<file path="src/rtl/issue_scoreboard_if.sv">
// Candidate-instruction channel between the instruction queue head and the issue scoreboard.
// The master drives the candidate; the scoreboard (slave) answers with in_ready.
interface issue_scoreboard_if #(
  parameter int NUM_PIPES = 4,
  parameter int REG_WIDTH = 5
);
  logic                 in_valid;
  logic                 in_ready;
  logic [NUM_PIPES-1:0] in_pipe;
  logic [REG_WIDTH-1:0] in_rd;
  logic [REG_WIDTH-1:0] in_rs1;
  logic [REG_WIDTH-1:0] in_rs2;
  logic                 in_rd_write;
  logic                 in_rs1_used;
  logic                 in_rs2_used;

  modport master (
    output in_valid, in_pipe, in_rd, in_rs1, in_rs2,
    output in_rd_write, in_rs1_used, in_rs2_used,
    input  in_ready
  );

  modport slave (
    input  in_valid, in_pipe, in_rd, in_rs1, in_rs2,
    input  in_rd_write, in_rs1_used, in_rs2_used,
    output in_ready
  );
endinterface

</file>
<file path="src/rtl/issue_scoreboard.sv">
// Issue control for N execution pipes: register scoreboard, write-back slot reservation,
// variable-latency pipe tracking, flush history and a saturating stall counter.
module issue_scoreboard #(
  parameter int                        NUM_REGS     = 32,
  parameter int                        REG_WIDTH    = 5,
  parameter int                        NUM_PIPES    = 4,
  parameter logic [4*NUM_PIPES-1:0]    PIPE_LATENCY = 16'h0321,
  parameter int                        MAX_LATENCY  = 8,
  parameter int                        FLUSH_DEPTH  = 2,
  parameter int                        CNT_WIDTH    = 16
) (
  input  logic                 clk,
  input  logic                 rst,
  issue_scoreboard_if.slave    cand,
  input  logic                 wb_en,
  input  logic [REG_WIDTH-1:0] wb_rd,
  input  logic [NUM_PIPES-1:0] var_done,
  input  logic                 flush,
  output logic                 issue_valid,
  output logic [NUM_PIPES-1:0] issue_pipe,
  output logic [REG_WIDTH-1:0] issue_rd,
  output logic [REG_WIDTH-1:0] issue_rs1,
  output logic [REG_WIDTH-1:0] issue_rs2,
  output logic [NUM_REGS-1:0]  sb_pending,
  output logic [CNT_WIDTH-1:0] stall_count
);

  logic [NUM_REGS-1:0]  r_pend;
  logic [MAX_LATENCY:0] r_resv;
  logic [FLUSH_DEPTH-1:0] r_hist_vld;
  logic [REG_WIDTH-1:0] r_hist_rd [FLUSH_DEPTH];
  logic                 r_var_pend;
  logic [NUM_PIPES-1:0] r_var_pipe;
  logic                 r_issue_valid;
  logic [NUM_PIPES-1:0] r_issue_pipe;
  logic [REG_WIDTH-1:0] r_issue_rd;
  logic [REG_WIDTH-1:0] r_issue_rs1;
  logic [REG_WIDTH-1:0] r_issue_rs2;
  logic [CNT_WIDTH-1:0] r_stall;

  logic [3:0]           w_lat;
  logic                 w_nop;
  logic                 w_var;
  logic                 w_wbc;
  logic                 w_raw;
  logic                 w_fire;
  logic                 w_ready;
  logic                 w_hist_new;
  logic [NUM_REGS-1:0]  w_set;
  logic [NUM_REGS-1:0]  w_clr;
  logic [NUM_REGS-1:0]  w_pend_next;
  logic [MAX_LATENCY:0] w_resv_next;

  always_comb begin
    w_lat = '0;
    for (int p = 0; p < NUM_PIPES; p++)
      if (cand.in_pipe[p]) w_lat = w_lat | PIPE_LATENCY[4*p +: 4];
    w_nop = ~|cand.in_pipe;
    w_var = !w_nop && (w_lat == 4'd0);

    // A fixed-latency op at L writes back in the same cycle as whatever set R[L] earlier.
    w_wbc = 1'b0;
    for (int l = 1; l <= MAX_LATENCY; l++)
      if (!w_var && w_lat == 4'(l)) w_wbc = w_wbc | r_resv[l];

    w_raw = (cand.in_rs1_used & r_pend[cand.in_rs1]) |
            (cand.in_rs2_used & r_pend[cand.in_rs2]) |
            (cand.in_rd_write & r_pend[cand.in_rd]);

    w_fire  = cand.in_valid & !w_nop & !flush & !w_raw & !w_wbc & !r_var_pend;
    w_ready = w_nop ? (cand.in_valid & !flush) : w_fire;

    w_set = '0;
    if (w_fire && cand.in_rd_write && cand.in_rd != '0) w_set[cand.in_rd] = 1'b1;

    w_clr = '0;
    if (wb_en) w_clr[wb_rd] = 1'b1;
    if (flush)
      for (int i = 0; i < FLUSH_DEPTH; i++)
        if (r_hist_vld[i]) w_clr[r_hist_rd[i]] = 1'b1;

    w_pend_next    = (r_pend & ~w_clr) | w_set;
    w_pend_next[0] = 1'b0;

    w_resv_next = r_resv >> 1;
    for (int l = 1; l <= MAX_LATENCY; l++)
      if (w_fire && !w_var && w_lat == 4'(l)) w_resv_next[l-1] = 1'b1;

    // Only ops that actually claimed their rd are rolled back by a flush.
    w_hist_new = cand.in_rd_write & (cand.in_rd != '0) & !r_pend[cand.in_rd];
  end

  always_ff @(posedge clk or posedge rst) begin
    if (rst) begin
      r_pend        <= '0;
      r_resv        <= '0;
      r_hist_vld    <= '0;
      for (int i = 0; i < FLUSH_DEPTH; i++) r_hist_rd[i] <= '0;
      r_var_pend    <= 1'b0;
      r_var_pipe    <= '0;
      r_issue_valid <= 1'b0;
      r_issue_pipe  <= '0;
      r_issue_rd    <= '0;
      r_issue_rs1   <= '0;
      r_issue_rs2   <= '0;
      r_stall       <= '0;
    end else begin
      r_pend <= w_pend_next;
      r_resv <= w_resv_next;

      if (flush) begin
        r_hist_vld <= '0;
        for (int i = 0; i < FLUSH_DEPTH; i++) r_hist_rd[i] <= '0;
      end else if (w_fire) begin
        for (int i = FLUSH_DEPTH-1; i > 0; i--) begin
          r_hist_vld[i] <= r_hist_vld[i-1];
          r_hist_rd[i]  <= r_hist_rd[i-1];
        end
        r_hist_vld[0] <= w_hist_new;
        r_hist_rd[0]  <= cand.in_rd;
      end

      if (flush || (|(var_done & r_var_pipe))) begin
        r_var_pend <= 1'b0;
        r_var_pipe <= '0;
      end else if (w_fire && w_var) begin
        r_var_pend <= 1'b1;
        r_var_pipe <= cand.in_pipe;
      end

      r_issue_valid <= w_fire;
      r_issue_pipe  <= cand.in_pipe;
      r_issue_rd    <= cand.in_rd;
      r_issue_rs1   <= cand.in_rs1;
      r_issue_rs2   <= cand.in_rs2;

      if (cand.in_valid && !w_ready && !flush && r_stall != '1)
        r_stall <= r_stall + 1'b1;
    end
  end

  assign cand.in_ready = w_ready;
  assign issue_valid   = r_issue_valid;
  assign issue_pipe    = r_issue_pipe;
  assign issue_rd      = r_issue_rd;
  assign issue_rs1     = r_issue_rs1;
  assign issue_rs2     = r_issue_rs2;
  assign sb_pending    = r_pend;
  assign stall_count   = r_stall;

endmodule

</file>
<file path="src/flat_wrapper.sv">
// flat-port wrapper written by rule: the top's interface ports become plain ports
module issue_scoreboard_flat 
#(
  parameter int                        NUM_REGS     = 32,
  parameter int                        REG_WIDTH    = 5,
  parameter int                        NUM_PIPES    = 4,
  parameter logic [4*NUM_PIPES-1:0]    PIPE_LATENCY = 16'h0321,
  parameter int                        MAX_LATENCY  = 8,
  parameter int                        FLUSH_DEPTH  = 2,
  parameter int                        CNT_WIDTH    = 16
)
  (clk, rst, wb_en, wb_rd, var_done, flush, issue_valid, issue_pipe, issue_rd, issue_rs1, issue_rs2, sb_pending, stall_count, cand_in_valid, cand_in_pipe, cand_in_rd, cand_in_rs1, cand_in_rs2, cand_in_rd_write, cand_in_rs1_used, cand_in_rs2_used, cand_in_ready);
  issue_scoreboard_if #(.NUM_PIPES(NUM_PIPES), .REG_WIDTH(REG_WIDTH)) cand_i ();
  input  logic clk;
  input  logic rst;
  input  logic wb_en;
  input  logic [REG_WIDTH-1:0] wb_rd;
  input  logic [NUM_PIPES-1:0] var_done;
  input  logic flush;
  output logic issue_valid;
  output logic [NUM_PIPES-1:0] issue_pipe;
  output logic [REG_WIDTH-1:0] issue_rd;
  output logic [REG_WIDTH-1:0] issue_rs1;
  output logic [REG_WIDTH-1:0] issue_rs2;
  output logic [NUM_REGS-1:0] sb_pending;
  output logic [CNT_WIDTH-1:0] stall_count;
  input wire logic [$bits(cand_i.in_valid)-1:0] cand_in_valid;
  input wire logic [$bits(cand_i.in_pipe)-1:0] cand_in_pipe;
  input wire logic [$bits(cand_i.in_rd)-1:0] cand_in_rd;
  input wire logic [$bits(cand_i.in_rs1)-1:0] cand_in_rs1;
  input wire logic [$bits(cand_i.in_rs2)-1:0] cand_in_rs2;
  input wire logic [$bits(cand_i.in_rd_write)-1:0] cand_in_rd_write;
  input wire logic [$bits(cand_i.in_rs1_used)-1:0] cand_in_rs1_used;
  input wire logic [$bits(cand_i.in_rs2_used)-1:0] cand_in_rs2_used;
  output wire logic [$bits(cand_i.in_ready)-1:0] cand_in_ready;
  assign cand_i.in_valid = cand_in_valid;
  assign cand_i.in_pipe = cand_in_pipe;
  assign cand_i.in_rd = cand_in_rd;
  assign cand_i.in_rs1 = cand_in_rs1;
  assign cand_i.in_rs2 = cand_in_rs2;
  assign cand_i.in_rd_write = cand_in_rd_write;
  assign cand_i.in_rs1_used = cand_in_rs1_used;
  assign cand_i.in_rs2_used = cand_in_rs2_used;
  assign cand_in_ready = cand_i.in_ready;
  issue_scoreboard #(.NUM_REGS(NUM_REGS), .REG_WIDTH(REG_WIDTH), .NUM_PIPES(NUM_PIPES), .PIPE_LATENCY(PIPE_LATENCY), .MAX_LATENCY(MAX_LATENCY), .FLUSH_DEPTH(FLUSH_DEPTH), .CNT_WIDTH(CNT_WIDTH)) u_core (.clk(clk), .rst(rst), .cand(cand_i), .wb_en(wb_en), .wb_rd(wb_rd), .var_done(var_done), .flush(flush), .issue_valid(issue_valid), .issue_pipe(issue_pipe), .issue_rd(issue_rd), .issue_rs1(issue_rs1), .issue_rs2(issue_rs2), .sb_pending(sb_pending), .stall_count(stall_count));
endmodule
</file>
<file path="config.mk">
export PLATFORM = sky130hd
export DESIGN_NAME = issue_scoreboard_flat
export DESIGN_NICKNAME = d
export VERILOG_FILES = /design/src/rtl/issue_scoreboard_if.sv /design/src/rtl/issue_scoreboard.sv /design/src/flat_wrapper.sv
export SDC_FILE = /design/constraint.sdc
export NUM_CORES = 1
export LEC_CHECK = 0
export BUFFER_PORTS_ARGS = -buffer_cell sky130_fd_sc_hd__buf_4
export CAP_MARGIN = 25
export CELL_PAD_IN_SITES_DETAIL_PLACEMENT = 1
export CELL_PAD_IN_SITES_GLOBAL_PLACEMENT = 1
export CORE_MARGIN = 3
export CORE_UTILIZATION = 47
export CTS_BUF_LIST = sky130_fd_sc_hd__clkbuf_4 sky130_fd_sc_hd__clkbuf_8
export DETAILED_ROUTE_END_ITERATION = 12
export PLACE_DENSITY_LB_ADDON = 0.12
export SYNTH_ARGS = -nofsm -noshare
export SYNTH_HDL_FRONTEND = slang
export SYNTH_SLANG_ARGS = --single-unit
</file>
<file path="constraint.sdc">
create_clock -name clk -period 6.6 [get_ports clk]
set_input_delay 0.66 -clock clk [delete_from_list [all_inputs] [get_ports clk]]
set_output_delay 0.66 -clock clk [all_outputs]
set_load 0.02 [all_outputs]
</file>
==> summary.txt, run 1 <==
GRT
  • Largest net degree at the start of global routing: 56
  • Antenna violations before repair: 0
  • Layer with the highest usage: met2
  • Met1 track demand over resource in global routing: 40.2%
  • Vias in the first global route: 4,716
  • GR Layer Usage met2: 46.4%
  • Aggregate global-route resource usage: 29.1%
  • Grt met3 use: 6.78%
  • Global-route wire length before repair: 26,300 um
  • Total congestion overflow after global routing: 0

Clock network
  • Depth of the CTS H-tree: 3
  • Number of buffers created by CTS: 9
  • TritonCTS clock tree: done
  • Clock latency of the later-clocked register in the worst-skew pair: 0.36 ns
  • Resize count post-CTS: 0
  • Clock sinks: 86
  • Number of setup buffers added after CTS: 0
  • Clock-pin slew reported for the worst setup and hold paths after clock tree synthesis: 0.09 ns
  • # hold bufs at CTS: 0
  • Root buffer selected by CTS: clkbuf_8
  • Buffer depth of the longest clock path: 2

Critical path
  • Endpoint type of the worst setup path: primary output
  • Arrival time of the worst setup path: 3.24 ns
  • Library cell appearing most often on the critical path: buf_4
  • Critical path, cell by cell: buf_4, nor2b_1, o41ai_2, buf_4, a2111oi_0, o211ai_1, a221oi_4, buf_4, a31o_2, buf_4
  • Critical Path Fanout Max: 49
  • Path type of the worst setup path: primary input to primary output
  • Slowest CP cell: a2111oi_0
  • Worst path required time: 5.94 ns
  • Slowest cell delay on critical path: 0.51 ns
  • Crit path buffers/inverters: 4
  • Startpoint types: primary input
  • Top Family by Delay on Critical Path: compound AO/OA/AOI/OAI gates

Finish
  • Ratio of cells with drive above 1 in the final layout: 28.8%
  • Final Net Count: 606
  • Most common cell after layout, fill and taps aside: buf_4
  • Highest-count cells in the layout ignoring fill and taps: 106 x buf_4, 86 x dfrtp_1, 62 x nand2_1, 43 x o21ai_0, 32 x o211ai_1
  • Post-synthesis to final-layout area growth: 22.4%
  • Count of inserted antenna diode cells: 0

Synthesis
  • Number of library cell types mapped by synthesis: 48
  • Primary flip-flop cell chosen by synthesis mapping: dfrtp_1
  • Synth area leader: dfrtp_1
  • Share of synthesized flip-flops with an asynchronous set or reset: 100%
  • Post-synth EDFFs: 0
  • Share of the synthesized area in the top cell type: 44.3%
  • Post-synthesis sequential area ratio: 44.3%
  • Number of standard cells after synthesis: 480
  • Synthesized cell area: 4860 um2
  • Cell types occupying the most area after synthesis: dfrtp_1 44%, mux4_2 7.4%, o211ai_1 4.9%
  • Register bit total from synthesis: 86
  • Warning count from the yosys run: 0
  • Number of nets in the synthesized netlist: 517
  • Average instance area after synthesis: 10.1 um2

Routing
  • Routed wire length per instance: 23.2 um
  • Detailed-routing iteration count for the pre-antenna-repair pass: 5
  • Residual DRC count: 0
  • Antenna-violating nets left: 0
  • Violation count after the first detailed-route iteration: 334
  • Via density per instance: 6.52
  • Vias post-DR: 4,606
  • Drt total wl: 16,400 um

Hold path
  • Type of the worst min-delay path: primary input to async pin

Outcome
  • Result of the run: completed

Placed design
  • DP HPWL: 12,200 um
  • Final weighted congestion of routability-driven global placement: 0.948
  • Worst Setup Slack post-DPL: 2.58 ns
  • Port bufs: 103

Power
  • Worst-case vdd ir drop: 0.000121 V
  • Switch Pwr: 466 uW
  • Total power per unit cell area: 237 nW/um2
  • Cell-internal power: 945 uW
  • Clk network pwr share: 28.6%
  • Sequential fraction of design power: 47.0%
  • Logic gate share of total power: 24.4%
  • Switch share: 33.0%
  • Static power due to leakage: 2.51 nW

Flow run
  • Max Cap Violations: 0

Die
  • Height of the chip: 108 um
  • Number of placed I/O pins: 105
  • Number of standard-cell rows in the floorplan: 36
  • Width of the die: 108 um
  • Core outline area: 9910 um2
  • Effective utilization at floorplan: 49.1%
  • Die area: 11,600 um2

STA
  • Worst hold slack across all endpoints: 0.390 ns
  • Setup TNS: 0 ns
  • Clock Skew: 0.0100 ns
  • Crit path time final: 3.90 ns
  • Count of pins over their slew limit: 0
  • Post-route clock period utilization: 59.1%
  • Finish-stage setup viols: 0
  • Unrepaired setup endpoints after global routing: false
  • Final hold violation count: 0
  • Worst-case setup margin in the final layout: 2.70 ns
  • Worst Max-Slew Pin Slew: 0.543 ns
  • Slew Limit Headroom: 62.8%
  • Timing-limited maximum frequency: 0.257 GHz
==> power groups by stage <==
stage	sequential, mW	combinational [mW]	clock (mW)
after global routing	0.670	0.370	0.437
final	0.663	0.344	0.404
after detailed placement	0.669	0.343	0
after global placement	0.666	0.328	0
after floorplan	0.697	0.145	0
after CTS	0.659	0.345	0.411
==> sequential cells by signal, indices dropped and copies added (netlist names) <==
register            flops
u_core.issue_rs1        5
u_core.issue_rs2        5
u_core.r_var_pend       1
u_core.stall_count     16
u_core.r_var_pipe       4
u_core.r_resv           2
u_core.r_hist_rd       10
u_core.r_hist_vld       2
u_core.issue_valid      1
u_core.issue_rd         5
u_core.sb_pending      31
u_core.issue_pipe       4
==> area by class of cell <==
type	instances	area, um2
inverters	7	27.5
flip-flops and latches	86	2150
repair buffers	107	823
clock buffers	10	131
multi-input cells	358	2570
fillers	1117	3960
clock inverters	5	75.1
well taps	133	166
==> stage by stage <==
stage / power, mW / util [%] / area (um2) / std cells
global placement: 0.994 / 57.7 / 5720 / 690
floorplan: 0.842 / - / 4860 / 480
detailed placement: 1.01 / 58.0 / 5740 / 691
global route: 1.48 / 60.1 / 5950 / 706
finish: 1.41 / 60.1 / 5950 / 706
CTS: 1.42 / 60.1 / 5950 / 706
==> kinds of logic after synthesis <==
logic type / share of synthesized area [%]
AO/OA/AOI/OAI: 17.4
adder cells (fa/ha/maj): 0.257
flip-flops: 44.2
AND/OR/NAND/NOR: 20.2
other: 0.0771
XOR/XNOR: 2.70
multiplexers: 11.9
buffers and inverters: 3.19
==> worst reg2reg max path, stage by stage, from the launching register on <==
cell	delay, ns
dfrtp_1	0.50
mux4_2	0.52
mux4_2	0.49
mux2_2	0.31
a221oi_4	0.21
buf_4	0.50
or3_1	0.25
mux2_2	0.34
==> synthesized netlist by cell type, drive strengths merged, types with 2 or more instances <==
master    n
a2111oi   2
a21oi     7
a31o      2
a31oi     3
and2      3
and3      4
buf      11
clkbuf   18
dfrtp    86
inv       7
mux2      7
mux2i    14
mux4     16
nand2    62
nand2b   10
nand3    20
nand3b   18
nand4     2
nand4b    4
nor2      9
nor2b     5
nor3      4
nor4     12
o211ai   32
o21ai    44
o22ai    29
o31ai     2
o32ai     4
or3       7
or3b     11
xor2     14
==> worst paths after layout <==
kind                       cells after the start                     to  slack, ns                  start
min                                            3    u_core.issue_rs2[0]       0.39                    rst
max in group asynchronous                      4     u_core.issue_valid       5.58                    rst
max reg2reg                                    7  u_core.stall_count[1]       3.37  u_core.sb_pending[31]
min reg2reg                                    1       u_core.r_resv[1]       0.49       u_core.r_resv[2]
min in group clk                               1    u_core.issue_rs2[3]       0.43         cand_in_rs2[3]
max                                           10          cand_in_ready       2.70                  flush
==> per-layer routing <==
layer	vias up	wire length (um)
met3	31	1350
met4	0	293
li1	1996	-
met5	-	0
met2	230	7900
met1	2349	6820
Note: power is estimated with default switching activity, not from simulation.
==> inputs of run 2 (changes only) <==
CORE_UTILIZATION = 43   (was 47)
clock period = 3.9 ns   (was 6.6 ns; I/O delays follow)
==> run 2 against run 1 <==
- final area grew 0.88%
- count of clock-buffer cells in the layout is the same
- via count shrank 1.9%
- clock power grew 81%
- combinational power grew 68%
- highest routed layer unchanged
- first-iteration DRC count shrank 4.2%
- cell count grew 1.6%
- routed wire length shrank 1.5%
==> summary.txt, run 2 (synthesized netlist as in run 1, its figures left out) <==
Routing
  • Amount of wire on met2 after detailed routing: 7660 um (-3.0%)
  • Via density per instance: 6.30 (-3.4%)
  • M1 WL: 7330 um (+7.6%)
  • Drt total wl: 16,100 um (-1.5%)
  • Residual DRC count: 0 (unchanged)
  • Antenna-violating nets left: 0 (unchanged)
  • Routed wire length per instance: 22.5 um (-3.0%)
  • Detailed-routing iteration count for the pre-antenna-repair pass: 5 (unchanged)
  • Vias post-DR: 4,518 (-1.9%)
  • Total length of routed met3 wires: 916 um (-32%)
  • Top layer in use: met4
  • Violation count after the first detailed-route iteration: 320 (-4.2%)

Die
  • Height of the chip: 112 um (+4.3%)
  • Width of the die: 112 um (+4.3%)
  • Die area: 12,600 um2 (+8.8%)
  • Core outline area: 10,900 um2 (+10%)
  • Number of standard-cell rows in the floorplan: 38 (+5.6%)
  • Effective utilization at floorplan: 44.5% (-4.6 points)
  • Number of placed I/O pins: 105 (unchanged)

Finish
  • Final std cells w/o fill: 717 (+1.6%)
  • Utilization after layout: 54.9% (-5.2 points)
  • Post-synthesis to final-layout area growth: 23.4%
  • Highest-count cells in the layout ignoring fill and taps: 108 x buf_4, 86 x dfrtp_1, 62 x nand2_1, 43 x o21ai_0, 32 x o211ai_1
  • Count of inserted antenna diode cells: 0 (unchanged)
  • Most common cell after layout, fill and taps aside: buf_4
  • Final Net Count: 609 (+0.50%)
  • Number of flip-flops under the largest register name: 31 (unchanged)
  • Area of the multi-input gates: 2570 um2 (unchanged)
  • Register cell area after layout: 2150 um2 (unchanged)
  • Ratio of cells with drive above 1 in the final layout: 29.1% (+0.32 points)
  • Fill cell total of the finished layout: 1,211 (+8.4%)

Placed design
  • DP Cell Count: 699 (+1.2%)
  • Port bufs: 103 (unchanged)
  • DP HPWL: 12,000 um (-1.4%)
  • Final weighted congestion of routability-driven global placement: 0.838 (-12%)

Clock network
  • Depth of the CTS H-tree: 3 (unchanged)
  • Clock latency of the later-clocked register in the worst-skew pair: 0.38 ns (+0.02 ns)
  • Root buffer selected by CTS: clkbuf_8
  • Clock sinks: 86 (unchanged)
  • Clock-pin slew reported for the worst setup and hold paths after clock tree synthesis: 0.09 ns (about the same)
  • Number of buffers created by CTS: 9 (unchanged)
  • TritonCTS clock tree: done
  • Buffer depth of the longest clock path: 2 (unchanged)
  • Number of setup buffers added after CTS: 0 (unchanged)

Critical path
  • Arrival time of the worst setup path: 3.03 ns (-0.21 ns)
  • Slowest cell delay on critical path: 0.50 ns (about the same)
  • Worst path required time: 3.51 ns (-2.43 ns)
  • Startpoint types: register
  • Slowest CP cell: dfrtp_1
  • Crit path buffers/inverters: 2 (-2)
  • Critical path, cell by cell: mux4_2, mux4_2, mux2_2, a221oi_4, buf_4, a31o_2, buf_4
  • Critical Path Fanout Max: 12 (-76%)
  • Path type of the worst setup path: register to primary output
  • Top Family by Delay on Critical Path: multiplexers
  • Endpoint type of the worst setup path: primary output

STA
  • Worst hold slack across all endpoints: 0.126 ns (-0.264 ns)
  • Finish-stage setup viols: 0 (unchanged)
  • Timing-limited maximum frequency: 0.293 GHz
  • Crit path time final: 3.42 ns
  • Setup TNS: 0 ns (unchanged)
  • Clock Skew: 0.00989 ns (-0.000128 ns)
  • Unrepaired setup endpoints after global routing: false
  • Post-route clock period utilization: 87.6%
  • Count of pins over their slew limit: 0 (unchanged)
  • Final hold violation count: 0 (unchanged)

GRT
  • Largest net degree at the start of global routing: 55 (-1.8%)
  • Aggregate global-route resource usage: 26.0% (-3.1 points)
  • Antenna violations before repair: 0 (unchanged)
  • Global-route wire length before repair: 26,000 um (-1.3%)
  • Total congestion overflow after global routing: 0 (unchanged)
  • Vias in the first global route: 4,501 (-4.6%)

Hold path
  • Type of the worst min-delay path: primary input to register

Outcome
  • Result of the run: completed

Power
  • Static power due to leakage: 2.52 nW (+0.65%)
  • Worst-case vdd ir drop: 0.000226 V (+87%)
  • Total power per unit cell area: 405 nW/um2 (+71%)

Flow run
  • Max Cap Violations: 0 (unchanged)
-- run 2: cell count changes in the layout (fill, tap and decap cells not counted), sizes merged --
cell / delta
buf: +2
clkinv: -2
inv: +2
clkinvlp: +1
dlygate4sd3: +1
-- run 2: per-layer routing --
layer	up-vias	track usage (%)
li1	2007	-
met2	168	40.7
met3	22	5.23
met1	2321	37.2
met4	0	7.05
met5	-	0
-- run 2: metrics by stage --
| step | instance area, um2 | power (mW) | setup slack [ns] |
|---|---|---|---|
| 3_5_place_dp | 5740 | 1.71 | 0.698 |
| 3_3_place_gp | 5740 | 1.68 | 0.812 |
| 2_1_floorplan | 4860 | 1.43 | 0.983 |
| 5_1_grt | 6000 | 2.54 | 0.380 |
| 6_report | 6000 | 2.43 | 0.483 |
| 4_1_cts | 5970 | 2.44 | 0.477 |
-- run 2: path summary, 6_finish.rpt --
| check | start | end | slack [ns] | cells past startpoint |
|---|---|---|---|---|
| max | u_core.sb_pending[26] | cand_in_ready | 0.48 | 7 |
| min | cand_in_rs2[3] | u_core.issue_rs2[3] | 0.13 | 1 |
| max reg2reg | u_core.sb_pending[26] | u_core.sb_pending[20] | 0.86 | 7 |
| min reg2reg | u_core.r_resv[2] | u_core.r_resv[1] | 0.47 | 1 |
| max in group asynchronous | rst | u_core.stall_count[12] | 2.55 | 5 |
| min in group asynchronous | rst | u_core.issue_rs2[0] | 0.41 | 3 |
-- run 2: what timing repair did --
action	CTS	global route
hold endpoints to repair	0	1
hold buffers	0	1
endpoints found under the setup margin	0	0
resized for setup	0	0
-- run 2: final cells by class --
cell class	instances	share of cell area (%)
sequential	86	35.8
clock buffer	10	2.19
clock inverter	6	1.56
inverter	7	0.459
timing repair buffer	110	14.1
tap	140	2.92
multi-input combinational	358	42.9
-- run 2: where the power goes --
group	internal (mW)	switching, mW	total (mW)
clock	0.374	0.357	0.731
combinational	0.260	0.319	0.578
sequential	0.980	0.142	1.12
